[src/rtl/acc_sub_div.sv]
// ---------------------------------------------------------------------------
// acc_sub_div
//   Repeated-subtraction divider. It is the reverse-direction companion to a
//   2^W modulo accumulator. A start request in IDLE loads the dividend A and
//   captures the divisor X. In RUN, each ce-qualified edge subtracts X from
//   the residue ACC and counts the step in Q. The first subtraction that
//   would borrow ends the run. At that point Q = A / X and R = A % X.
//   A zero divisor goes straight to DONE with err set and Q saturated.
//
// Ports
//   clk    : system clock, rising edge
//   rst    : asynchronous active-high reset
//   ce     : clock enable; state and outputs freeze while low
//   start  : division request, accepted only in IDLE with ce=1
//   A      : dividend, captured on accept
//   X      : divisor, captured on accept
//   ACC    : running residue (A - Q*X)
//   Q      : quotient / subtraction count
//   R      : remainder, meaningful while done=1
//   BO     : borrow-out, high for the ce-cycle after the terminating step
//   busy   : high in RUN
//   done   : high in DONE
//   err    : divide-by-zero flag, meaningful with done
// ---------------------------------------------------------------------------
module acc_sub_div #(
   parameter int W = 4
) (
   input  logic         clk,
   input  logic         rst,
   input  logic         ce,
   input  logic         start,
   input  logic [W-1:0] A,
   input  logic [W-1:0] X,
   output logic [W-1:0] ACC,
   output logic [W-1:0] Q,
   output logic [W-1:0] R,
   output logic         BO,
   output logic         busy,
   output logic         done,
   output logic         err
);

   typedef enum logic [1:0] {
      S_IDLE = 2'd0,
      S_RUN  = 2'd1,
      S_DONE = 2'd2
   } state_t;

   state_t       r_state;
   logic [W-1:0] r_xr;
   logic [W-1:0] r_acc;
   logic [W-1:0] r_q;
   logic [W-1:0] r_r;
   logic         r_bo;
   logic         r_err;

   // The subtraction is widened by one bit. The extra MSB is the borrow,
   // and a borrow means the residue is already smaller than the divisor.
   logic [W:0]   w_diff;
   logic         w_borrow;

   assign w_diff   = {1'b0, r_acc} - {1'b0, r_xr};
   assign w_borrow = w_diff[W];

   always_ff @(posedge clk or posedge rst) begin
      if (rst) begin
         r_state <= S_IDLE;
         r_xr    <= '0;
         r_acc   <= '0;
         r_q     <= '0;
         r_r     <= '0;
         r_bo    <= 1'b0;
         r_err   <= 1'b0;
      end else if (ce) begin
         case (r_state)
            S_IDLE: begin
               if (start) begin
                  r_acc <= A;
                  if (X == '0) begin
                     // Division by zero: report saturated quotient at once.
                     r_q     <= '1;
                     r_r     <= A;
                     r_err   <= 1'b1;
                     r_state <= S_DONE;
                  end else begin
                     r_xr    <= X;
                     r_q     <= '0;
                     r_err   <= 1'b0;
                     r_state <= S_RUN;
                  end
               end
            end
            S_RUN: begin
               if (w_borrow) begin
                  // The residue is left unwrapped. It becomes the remainder.
                  r_r     <= r_acc;
                  r_bo    <= 1'b1;
                  r_state <= S_DONE;
               end else begin
                  r_acc <= w_diff[W-1:0];
                  r_q   <= r_q + W'(1);
               end
            end
            S_DONE: begin
               r_bo    <= 1'b0;
               r_state <= S_IDLE;
            end
            default: begin
               r_state <= S_IDLE;
            end
         endcase
      end
   end

   // Status flags decode the state register only, so they never depend on start.
   assign busy = (r_state == S_RUN);
   assign done = (r_state == S_DONE);
   assign ACC  = r_acc;
   assign Q    = r_q;
   assign R    = r_r;
   assign BO   = r_bo;
   assign err  = r_err;

endmodule

[config.mk]
export PLATFORM = sky130hd
export DESIGN_NAME = acc_sub_div
export DESIGN_NICKNAME = d
export VERILOG_FILES = /design/src/rtl/acc_sub_div.sv
export SDC_FILE = /design/constraint.sdc
export NUM_CORES = 1
export LEC_CHECK = 0
export BUFFER_PORTS_ARGS = -buffer_cell sky130_fd_sc_hd__buf_2
export CORE_AREA = 2 2 45 68
export CTS_CLUSTER_SIZE = 25
export DETAILED_ROUTE_END_ITERATION = 10
export DIE_AREA = 0 0 47 70
export HOLD_SLACK_MARGIN = 0.02
export PLACE_DENSITY = 0.7
export SLEW_MARGIN = 30
export SYNTH_ARGS = -nofsm -noshare
export SYNTH_HDL_FRONTEND = slang
export SYNTH_SLANG_ARGS = --single-unit
[constraint.sdc]
create_clock -name clk -period 3.4 [get_ports clk]
set_input_delay 0.17 -clock clk [delete_from_list [all_inputs] [get_ports clk]]
set_output_delay 0.17 -clock clk [all_outputs]
set_load 0.1 [all_outputs]
== After elaboration in Yosys (flattened, before gate mapping) ==
Index checks and enable logic that the tools add are counted.
Widths: inputs -> output; s select.

* Bits in registers: 20
* Output and inout bits: 16
* Word-level logic and storage cells: 44

* Add/subtract/negate cells: 2
* Equality and inequality tests: 6
* Mux-type cells: 18
* Bitwise logic cells: 1
* Reductions and logical operators: 10

{| class="wikitable"
|+ Operators with widths
! kind !! number
|-
| $mux 4 || 8
|-
| $pmux 4 s2 || 3
|-
| $reduce_and 3->1 || 3
|-
| $reduce_and 4->1 || 2
|-
| $mux 2 || 3
|-
| $ne 2x2->1 const B || 3
|-
| $reduce_and 5->1 || 1
|-
| $sub 4x4->5 || 1
|-
| $add 4x1->4 const B || 1
|-
| $logic_not 4->1 || 1
|-
| $pmux 2 s2 || 1
|-
| $reduce_bool 2->1 || 2
|-
| $eq 2x1->1 const B || 1
|-
| $eq 2x2->1 const B || 1
|-
| $logic_not 2->1 || 1
|-
| $mux 1 || 2
|-
| $ne 2x1->1 const B || 1
|-
| $pmux 1 s2 || 1
|-
| $not 1->1 || 1
|}

== Longest topological paths before layout ==
Gate-level depths: netlist (run 1).

* Depth after elaboration: 4
* Mapped depth: 7
* Depth with buffers taken out: 7

== Worst setup path before layout (run 1) ==
OpenSTA, ideal clock, no wires.

* Path kind: register to register
* Start: register r_acc[0], in the netlist ACC[0]
* End: register r_acc[2], in the netlist ACC[2]
* Setup time: 0.126 ns
* Arrival time: 2.549 ns
* Required time: 3.274 ns
* Setup slack: 0.725 ns
* Cell stages (with the launch flop): 8
* Buffers on the path: 0
* Cells stage by stage: dfrtp_1 inv_1 ha_1 fa_1 nor2b_4 o21ai_1 a21oi_4 mux2_2

* Longest elaborated chain between the ends: 3
* Elaborated cells on any way between the ends: 5

{| class="wikitable"
|+ Ends and longest elaborated chain
! what !! line !! RTL
|-
| start: declaration || 51 || <nowiki>logic [W-1:0] r_acc;</nowiki>
|-
| start signal: assignment || 100 || <nowiki>r_acc <= w_diff[W-1:0];</nowiki>
|-
| $sub 4x4->5 (*) || 62 || <nowiki>assign w_diff = {1'b0, r_acc} - {1'b0, r_xr};</nowiki>
|-
| $ne 2x2->1 (no source line) or $mux 4 (tied branches) || -- ||
|-
| $reduce_and 4->1 (no source line) or $pmux 4 s2 (tied branches) || -- ||
|}

Mark *: on every way between the ends. The rest lies on a longest branch, timed or not. The select of a mux whose other input is x is not followed.
A chain may end at the register's enable or synchronous reset.

== Final worst setup path (run 1) ==
* Start: register r_acc[0], in the netlist ACC[0]
* End: register r_acc[3], in the netlist ACC[3]

The elaborated chain is that of the path after synthesis.

==> flow_summary.toml, run 1 <==
[global_route]
track_usage_pct = 18.1
grt_max_degree = 21
grt_pass1_wl_um = 4360
antenna_found_initial = 0
overflow = 0
grt_pass1_vias = 989

[sta]
fin_skew_ns = 0.00348
finalCritPeriodShare_pct = 63.6
rsz0062_at_grt = "no"
hold_viol = 0
fmax_ghz = 0.463
tns_ns = 0
min_period_ns = 2.16
slew_headroom_pct = 49.0
maxSlewViolCount = 0
tightest_slew_ns = 0.764
setup_viol = 0

[yosys]
synth.net_count = 131
synth_top_cell_by_area = "dfrtp_1"
synth_area_um2 = 1170
yosysTopAreaCellShare_pct = 42.8
synth.distinct_cells = 37
syn_inst = 113
avgSynthCellArea_um2 = 10.3
synth-seq-cells = 20
synthMuxAreaShare_pct = 8.67
synthFlopType = "dfrtp_1"
yosysSeqAreaShare_pct = 42.8
synth_adder_area_share_pct = 7.07
synth_compound_area_share_pct = 20.8
synth_edf_count = 0
async_flop_share_pct = 100
synth_commonest_cells = "dfrtp_1, nand2_1, inv_1, mux2_2, o21ai_0"
synthXorXnorAreaFrac_pct = 0.749
synth_area_leaders = "dfrtp_1, mux2_2, nand2_1"
synth_top_family_by_area = "compound AO/OA/AOI/OAI gates"
yosys_warnings = 0
yosysMostFrequentCell = "dfrtp_1"
synthSimpleGateAreaFrac_pct = 15.5

[floorplan]
die_y_um = 70
die_w_um = 47
num_rows = 24
die_area_um2 = 3290
core-area_um2 = 2760
initial_core_util_pct = 42.3
num_io_pins = 28

[place]
dpl-instance-area_um2 = 1340
portBuffers = 27
dp_hpwl_um = 1920
gp_congestion = 0.844

[min_path]
worstHoldPathType = "in -> async"

[cts]
cts.sinks = 20
hold_buffers = 0
cts_setup_buffers = 0
cts-root-buf = "clkbuf_8"
cts_tree = "done"
clkTransAtPathRegs_ns = 0.07
clockBufferDepth = 2
numCtsBuffers = 3
htree_num_levels = 1
clk_latency_ns = 0.26
postCtsResizedCells = 0

[worst_setup_path]
critPathKind = "reg -> reg"
cpMaxStageDelayCell = "fa_1"
cp_slowest_stage_delay_ns = 0.44
crit_chain = "inv_1 -> ha_1 -> fa_1 -> nor2b_4 -> o21ai_1 -> a21oi_4 -> mux2_2"
crit_fanout = 6
cp_data_arrival_time_ns = 2.31
r2r_cells = 7
worstPathRequired_ns = 3.54
worst_setup_path_end_kind = "flip-flop"
start_kind = "flip-flop"

[final_layout]
diodes = 0
final_nets = 161
area_delta_synth_final_pct = 19.6
drive_gt1_share_pct = 34.5
final_area_um2 = 1400

[detailed_routing]
vias = 941
drtIter0Drc = 17
ant_nets = 0
routed_wl_um = 2540
drc = 0
vias_per_cell = 5.20
wl_per_cell_um = 14.0
dr.pass1.iters = 4

[run_status]
status = "completed"

[job]
drv_cap = 0
cells in the final DEF (no fill, tap or decap), types with 2 or more instances in the layout:
master    instances
dfrtp_1          20
nand2_1          17
nor2_1            3
mux2_2            9
ha_1              5
clkbuf_8          4
o22a_1            2
nand2b_1          2
a21o_2            2
nor3_1            2
o31a_1            2
buf_2            27
a211oi_1          2
o21ai_0           8
a22o_1            3
nor2b_1           2
inv_1            11
critical path: cells and delay by family (launching register included):
kind	cells	cell delay, ns
AO/OA/AOI/OAI	2	0.45
flip-flops	1	0.37
AND/OR/NAND/NOR	1	0.14
adder cells (fa/ha/maj)	2	0.66
multiplexers	1	0.37
buffers and inverters	1	0.06
state kept, by name (all words and copies together), names as in the netlist:
| name | count |
|---|---|
| ACC | 4 |
| BO | 1 |
| Q | 4 |
| R | 4 |
| err | 1 |
| r_state | 2 |
| r_xr | 4 |
layer usage:
metal / global-route usage, % / part of all wire, %
met3: 2.33 / 3.6
met2: 30.6 / 53
met1: 21.8 / 40
met5: 0 / 0
met4: 7.72 / 2.9
per-stage QoR:
step / worst slack [ns] / hold slack [ns] / utilization, % / cells
after global placement: 1.33 / 0.337 / 48.6 / 177
after global routing: 1.14 / 0.118 / 50.6 / 181
final: 1.24 / 0.0339 / 50.6 / 181
after detailed placement: 1.25 / 0.362 / 48.6 / 177
after CTS: 1.24 / 0.0742 / 50.6 / 181
after floorplan: 0.725 / 0.134 / - / 113
cell type report:
type | instances | area [um^2]
Inverter | 11 | 41.3
Clock buffer | 4 | 55.1
Sequential cell | 20 | 500
Multi-Input combinational cell | 80 | 617
Fill cell | 264 | 1370
Timing Repair Buffer | 27 | 135
Tap cell | 39 | 48.8
path summary, 6_finish.rpt:
path	slack, ns	endpoint	startpoint
max	1.24	ACC[3]	ACC[0]
min	0.03	Q[3]	rst
max reg2reg	1.24	ACC[3]	ACC[0]
min reg2reg	0.51	r_xr[3]	r_xr[3]
max in group asynchronous	2.89	ACC[0]	rst
min in group clk	0.14	r_xr[2]	X[2]
cell families (layout without fill, tap and decap cells):
logic type	Yosys count	in the layout
xor+xnor	1	1
mux	9	9
compound gates	31	31
flops	20	20
fa+ha+maj	6	6
simple gates	33	33
buf+inv	13	42
Power of run 1 is not shown: default switching activity piles up to over one toggle a cycle in this logic, so the estimate is an artifact.
==> run 2: changes to the inputs <==
Settings changed: PLACE_DENSITY 0.7 to 0.72.
Clock period 3.4 ns to 1.95 ns, I/O delays scaled along.
==> run 2 against run 1 <==
Against the previous run: the flow now finishes with violations (negative setup slack); final cell count up 8.3%; die area unchanged; sequential cell count unchanged; maximum frequency rose by 4.3%; worst setup slack got worse by 1.4 ns; global-route usage grew 0.35 points; design area rose by 18%; register-to-register slack got worse by 1.4 ns; core utilization rose by 9.2 points; hold slack gained 0.030 ns; count of clock-buffer cells in the layout fell by 1; critical path depth increased by 1; critical endpoint is now R[3].
==> flow_summary.toml, run 2 (synthesis gave the netlist of run 1 again) <==
[worst_setup_path]
cpMaxStageDelayCell = "dfrtp_4"
rr_startpoint = "ACC[0]"
cp_slowest_stage_delay_ns = 0.49
cp_top_family = "compound AO/OA/AOI/OAI gates"
crit_fanout = 5
critPathKind = "reg -> reg"
start_kind = "flip-flop"
cp_data_arrival_time_ns = 2.23
critPathBufInv = 2
worst_setup_path_end_kind = "flip-flop"
worstPathRequired_ns = 2.11
crit_chain = "inv_4 -> ha_4 -> fa_2 -> nor2b_4 -> o31a_1 -> o31ai_4 -> buf_6 -> mux2_2"
crit_start = "ACC[0]"

[job]
drv_cap = 0

[run_status]
violations = "negative setup slack"
status = "finished with violations"

[floorplan]
die_w_um = 47
core-area_um2 = 2760
die_y_um = 70
initial_core_util_pct = 42.3
num_rows = 24
die_area_um2 = 3290
num_io_pins = 28

[place]
dp_hpwl_um = 2070
portBuffers = 27
gp_congestion = 0.804

[detailed_routing]
vias_per_cell = 5.12
wl_per_cell_um = 13.9
ant_nets = 0
drc = 0
dr.pass1.iters = 4
drtIter0Drc = 19
routed_wl_um = 2720
vias = 1003

[cts]
numCtsBuffers = 3
cts.sinks = 20
clk_latency_ns = 0.26
htree_num_levels = 1
clkTransAtPathRegs_ns = 0.08
cts-root-buf = "clkbuf_8"
clockBufferDepth = 2
cts_tree = "done"

[global_route]
overflow = 0
grt_pass1_wl_um = 4580
track_usage_pct = 18.5
grt_pass1_vias = 1042
antenna_found_initial = 0
grt_max_degree = 21

[sta]
tightest_slew_ns = 0.775
fin_skew_ns = 0.00606
slew_headroom_pct = 48.3
min_period_ns = 2.07
setup_ws_ns = -0.123
setup_viol = 10
finalCritPeriodShare_pct = 106
fmax_ghz = 0.482
hold_viol = 0
maxSlewViolCount = 0
rsz0062_at_grt = "yes"

[final_layout]
final_common_cell = "buf_2"
final_cell_mix = "buf_2, nand2_1, dfrtp_1, buf_4, inv_1"
area_delta_synth_final_pct = 41.4
diodes = 0
drive_gt1_share_pct = 46.5
nFillCells = 233
final_nets = 176
fin_util_pct = 59.8

[min_path]
worstHoldPathType = "in -> reg"
min_from = "X[2]"
-- run 2: per-layer routing --
metal	wire length, um	global-route usage, %
met1	1120	21.9
met2	1410	29.7
met3	97	4.13
met4	86	9.26
met5	0	0
-- run 2: stage by stage --
| step | instances | cell area (um^2) | TNS, ns | setup slack (ns) | hold slack [ns] |
|---|---|---|---|---|---|
| 4_1_cts | 194 | 1620 | -0.516 | -0.130 | 0.0668 |
| 5_1_grt | 196 | 1650 | -1.31 | -0.158 | 0.0974 |
| 2_1_floorplan | 113 | 1240 | -1.67 | -0.201 | 0.0614 |
| 3_3_place_gp | 186 | 1490 | -0.334 | -0.0838 | 0.273 |
| 6_report | 196 | 1650 | -0.729 | -0.123 | 0.0637 |
| 3_5_place_dp | 186 | 1490 | -0.610 | -0.130 | 0.275 |
-- run 2: path summary, 6_finish.rpt --
check,end,slack [ns],cells past startpoint
setup / recovery,R[3],-0.12,8
hold / removal,r_xr[2],0.06,3
setup reg to reg,R[3],-0.12,8
hold reg to reg,r_xr[2],0.49,2
max in group asynchronous,ACC[3],0.88,3
min in group asynchronous,r_xr[2],0.51,3
-- run 2: what timing repair did --
item	in CTS	in global routing
endpoints found under the hold margin	20	0
hold buffers	1	0
pin swaps	3	0
gates resized for setup	5	2
setup endpoints to repair	9	11
buffers inserted	3	2
-- run 2: worst min-delay path, cell delays in order --
cell and delay, ns:
buf_2 0.10, nand2_1 0.05, nand2_1 0.05
-- run 2: area by class of cell --
| class | count | area (um^2) | share of cell area (%) |
|---|---|---|---|
| Timing Repair Buffer | 42 | 285 | 17.3 |
| Tap cell | 39 | 48.8 | 2.95 |
| Clock buffer | 3 | 41.3 | 2.50 |
| Clock inverter | 1 | 30.0 | 1.82 |
| Multi-Input combinational cell | 80 | 688 | 41.6 |
| Inverter | 11 | 43.8 | 2.65 |
| Sequential cell | 20 | 515 | 31.2 |
Power of run 2 is left out for the same reason.
==> run 3: changes to the inputs <==
Settings changed: ABC_AREA set to 1, CORE_AREA 2 2 45 68 to 2 2 45 67, DIE_AREA 0 0 47 70 to 0 0 47 69.
==> run 3 against run 2 <==
Against the previous run: the run now ends clean; first-iteration DRC count grew 47%; worst setup slack improved by 0.29 ns; synthesized cell count is 28% higher; area after synthesis down 2.2%; critical endpoint is now ACC[1]; highest routed layer unchanged.
==> flow_summary.toml, run 3 <==
[final_layout]
nFillCells = 263
final_common_cell = "nand2_1"
final_cell_mix = "nand2_1, buf_2, dfrtp_1, inv_1, o21ai_0"
area_delta_synth_final_pct = 22.1
final_nets = 195
seq_area_um2 = 508
instances_no_fill = 213
multi_input_area_um2 = 586
final_area_um2 = 1400
diodes = 0
drive_gt1_share_pct = 28.4
fin_util_pct = 52.7

[sta]
finalCritPeriodShare_pct = 91.6
rsz0062_at_grt = "no"
tns_ns = 0
setup_viol = 0
fmax_ghz = 0.560
maxSlewViolCount = 0
tightest_slew_ns = 0.781
fin_skew_ns = 0.00299
slew_headroom_pct = 47.8
hold_viol = 0
min_period_ns = 1.79

[cts]
numCtsBuffers = 3
clockBufferDepth = 2
cts_setup_buffers = 0
clkTransAtPathRegs_ns = 0.07
cts-root-buf = "clkbuf_8"
htree_num_levels = 1
clk_latency_ns = 0.27
cts.sinks = 20
cts_tree = "done"

[run_status]
status = "completed"

[detailed_routing]
wl_per_cell_um = 12.1
dr.pass1.iters = 4
vias_per_cell = 4.87
ant_nets = 0
vias = 1037
routed_wl_um = 2580
drc = 0
drtIter0Drc = 28

[floorplan]
die_y_um = 69
initial_core_util_pct = 43.1
num_rows = 23
die_w_um = 47
die_area_um2 = 3240
num_io_pins = 28
core-area_um2 = 2650

[yosys]
synth.distinct_cells = 23
synth_commonest_cells = "nand2_1, dfrtp_1, inv_1, o21ai_0, nand3_1"
async_flop_share_pct = 100
synth_area_leaders = "dfrtp_1, nand2_1, ha_1"
synth_top_cell_by_area = "dfrtp_1"
yosysMostFrequentCell = "nand2_1"
yosys_warnings = 0
synth_area_um2 = 1140
yosysSeqAreaShare_pct = 43.8
synth.net_count = 163
syn_inst = 145
synth-seq-cells = 20
synthFlopType = "dfrtp_1"
synth_edf_count = 0
yosysTopAreaCellShare_pct = 43.8
avgSynthCellArea_um2 = 7.88

[global_route]
grt_pass1_vias = 1033
track_usage_pct = 17.9
overflow = 0
grt_max_degree = 21
antenna_found_initial = 0
grt_pass1_wl_um = 4350

[worst_setup_path]
critPathKind = "reg -> reg"
cp_data_arrival_time_ns = 1.99
start_kind = "flip-flop"
cp_slowest_stage_delay_ns = 0.41
worst_setup_path_end_kind = "flip-flop"
cpMaxStageDelayCell = "dfrtp_4"
crit_chain = "inv_1 -> ha_1 -> fa_1 -> inv_1 -> nand3_2 -> nand3_1 -> nand2_4 -> clkinv_4 -> nand2_1 -> nand2_1"
crit_fanout = 10
worstPathRequired_ns = 2.16

[place]
gp_congestion = 0.802
portBuffers = 27
place_inst = 208
dpl-instance-area_um2 = 1330
dp_hpwl_um = 1990

[job]
drv_cap = 0

[min_path]
worstHoldPathType = "in -> reg"
## run 3: cell types whose count changed in the layout (fill, tap and decap cells not counted), sizes merged, moves of 4 or more
cell	delta
nand4	+5
inv	+4
nand2	+44
nand3	+7
nor2	+4
mux2	-9
o21ai	+4
buf	-14
## run 3: per-layer routing
layer,track usage [%],vias up,routed length (um)
met5,0,-,0
met4,8.02,0,50
met3,3.93,5,110
met2,29.7,24,1370
met1,20.8,482,1050
li1,-,526,-
## run 3: layout make-up
| class | instances | share of cell area (%) |
|---|---|---|
| multi-input combinational | 108 | 42.0 |
| timing repair buffer | 28 | 10.4 |
| tap | 37 | 3.32 |
| inverter | 16 | 4.66 |
| clock buffer | 4 | 3.23 |
| sequential | 20 | 36.4 |
## run 3: cells by family after synthesis
kind of cell,after synthesis,share of synthesized area [%]
buffers and inverters,17,6.68
AO/OA/AOI/OAI,20,10.1
adder cells (fa/ha/maj),6,7.23
AND/OR/NAND/NOR,81,31.4
flip-flops,20,43.8
XOR/XNOR,1,0.767
## run 3: path summary, 6_finish.rpt
kind | startpoint | end | slack, ns | depth (start not counted)
min in group asynchronous | rst | r_state[1] | 0.51 | 3
min reg2reg | R[1] | R[1] | 0.47 | 2
max | ACC[0] | ACC[1] | 0.16 | 10
min | X[3] | r_xr[3] | 0.05 | 3
max reg2reg | ACC[0] | ACC[1] | 0.16 | 10
max in group asynchronous | rst | ACC[0] | 0.87 | 3
## run 3: per-stage QoR
step / worst slack (ns) / hold slack (ns)
floorplan: 0.0140 / 0.0611
global placement: 0.207 / 0.265
detailed placement: 0.138 / 0.286
CTS: 0.122 / 0.0590
global route: 0.0285 / 0.0875
finish: 0.163 / 0.0547
## run 3: repair_timing
action,CTS,global route
endpoints found under the hold margin,20,0
hold buffers,1,0
endpoints found under the setup margin,0,1
gates resized for setup,0,3
## run 3: critical path, delay by kind of cell, from the launching register on
family / cells / cell delay [ns]
AND/OR/NAND/NOR: 5 / 0.47
buffers and inverters: 3 / 0.25
adder cells (fa/ha/maj): 2 / 0.59
flip-flops: 1 / 0.41
Power of run 3 is left out for the same reason.
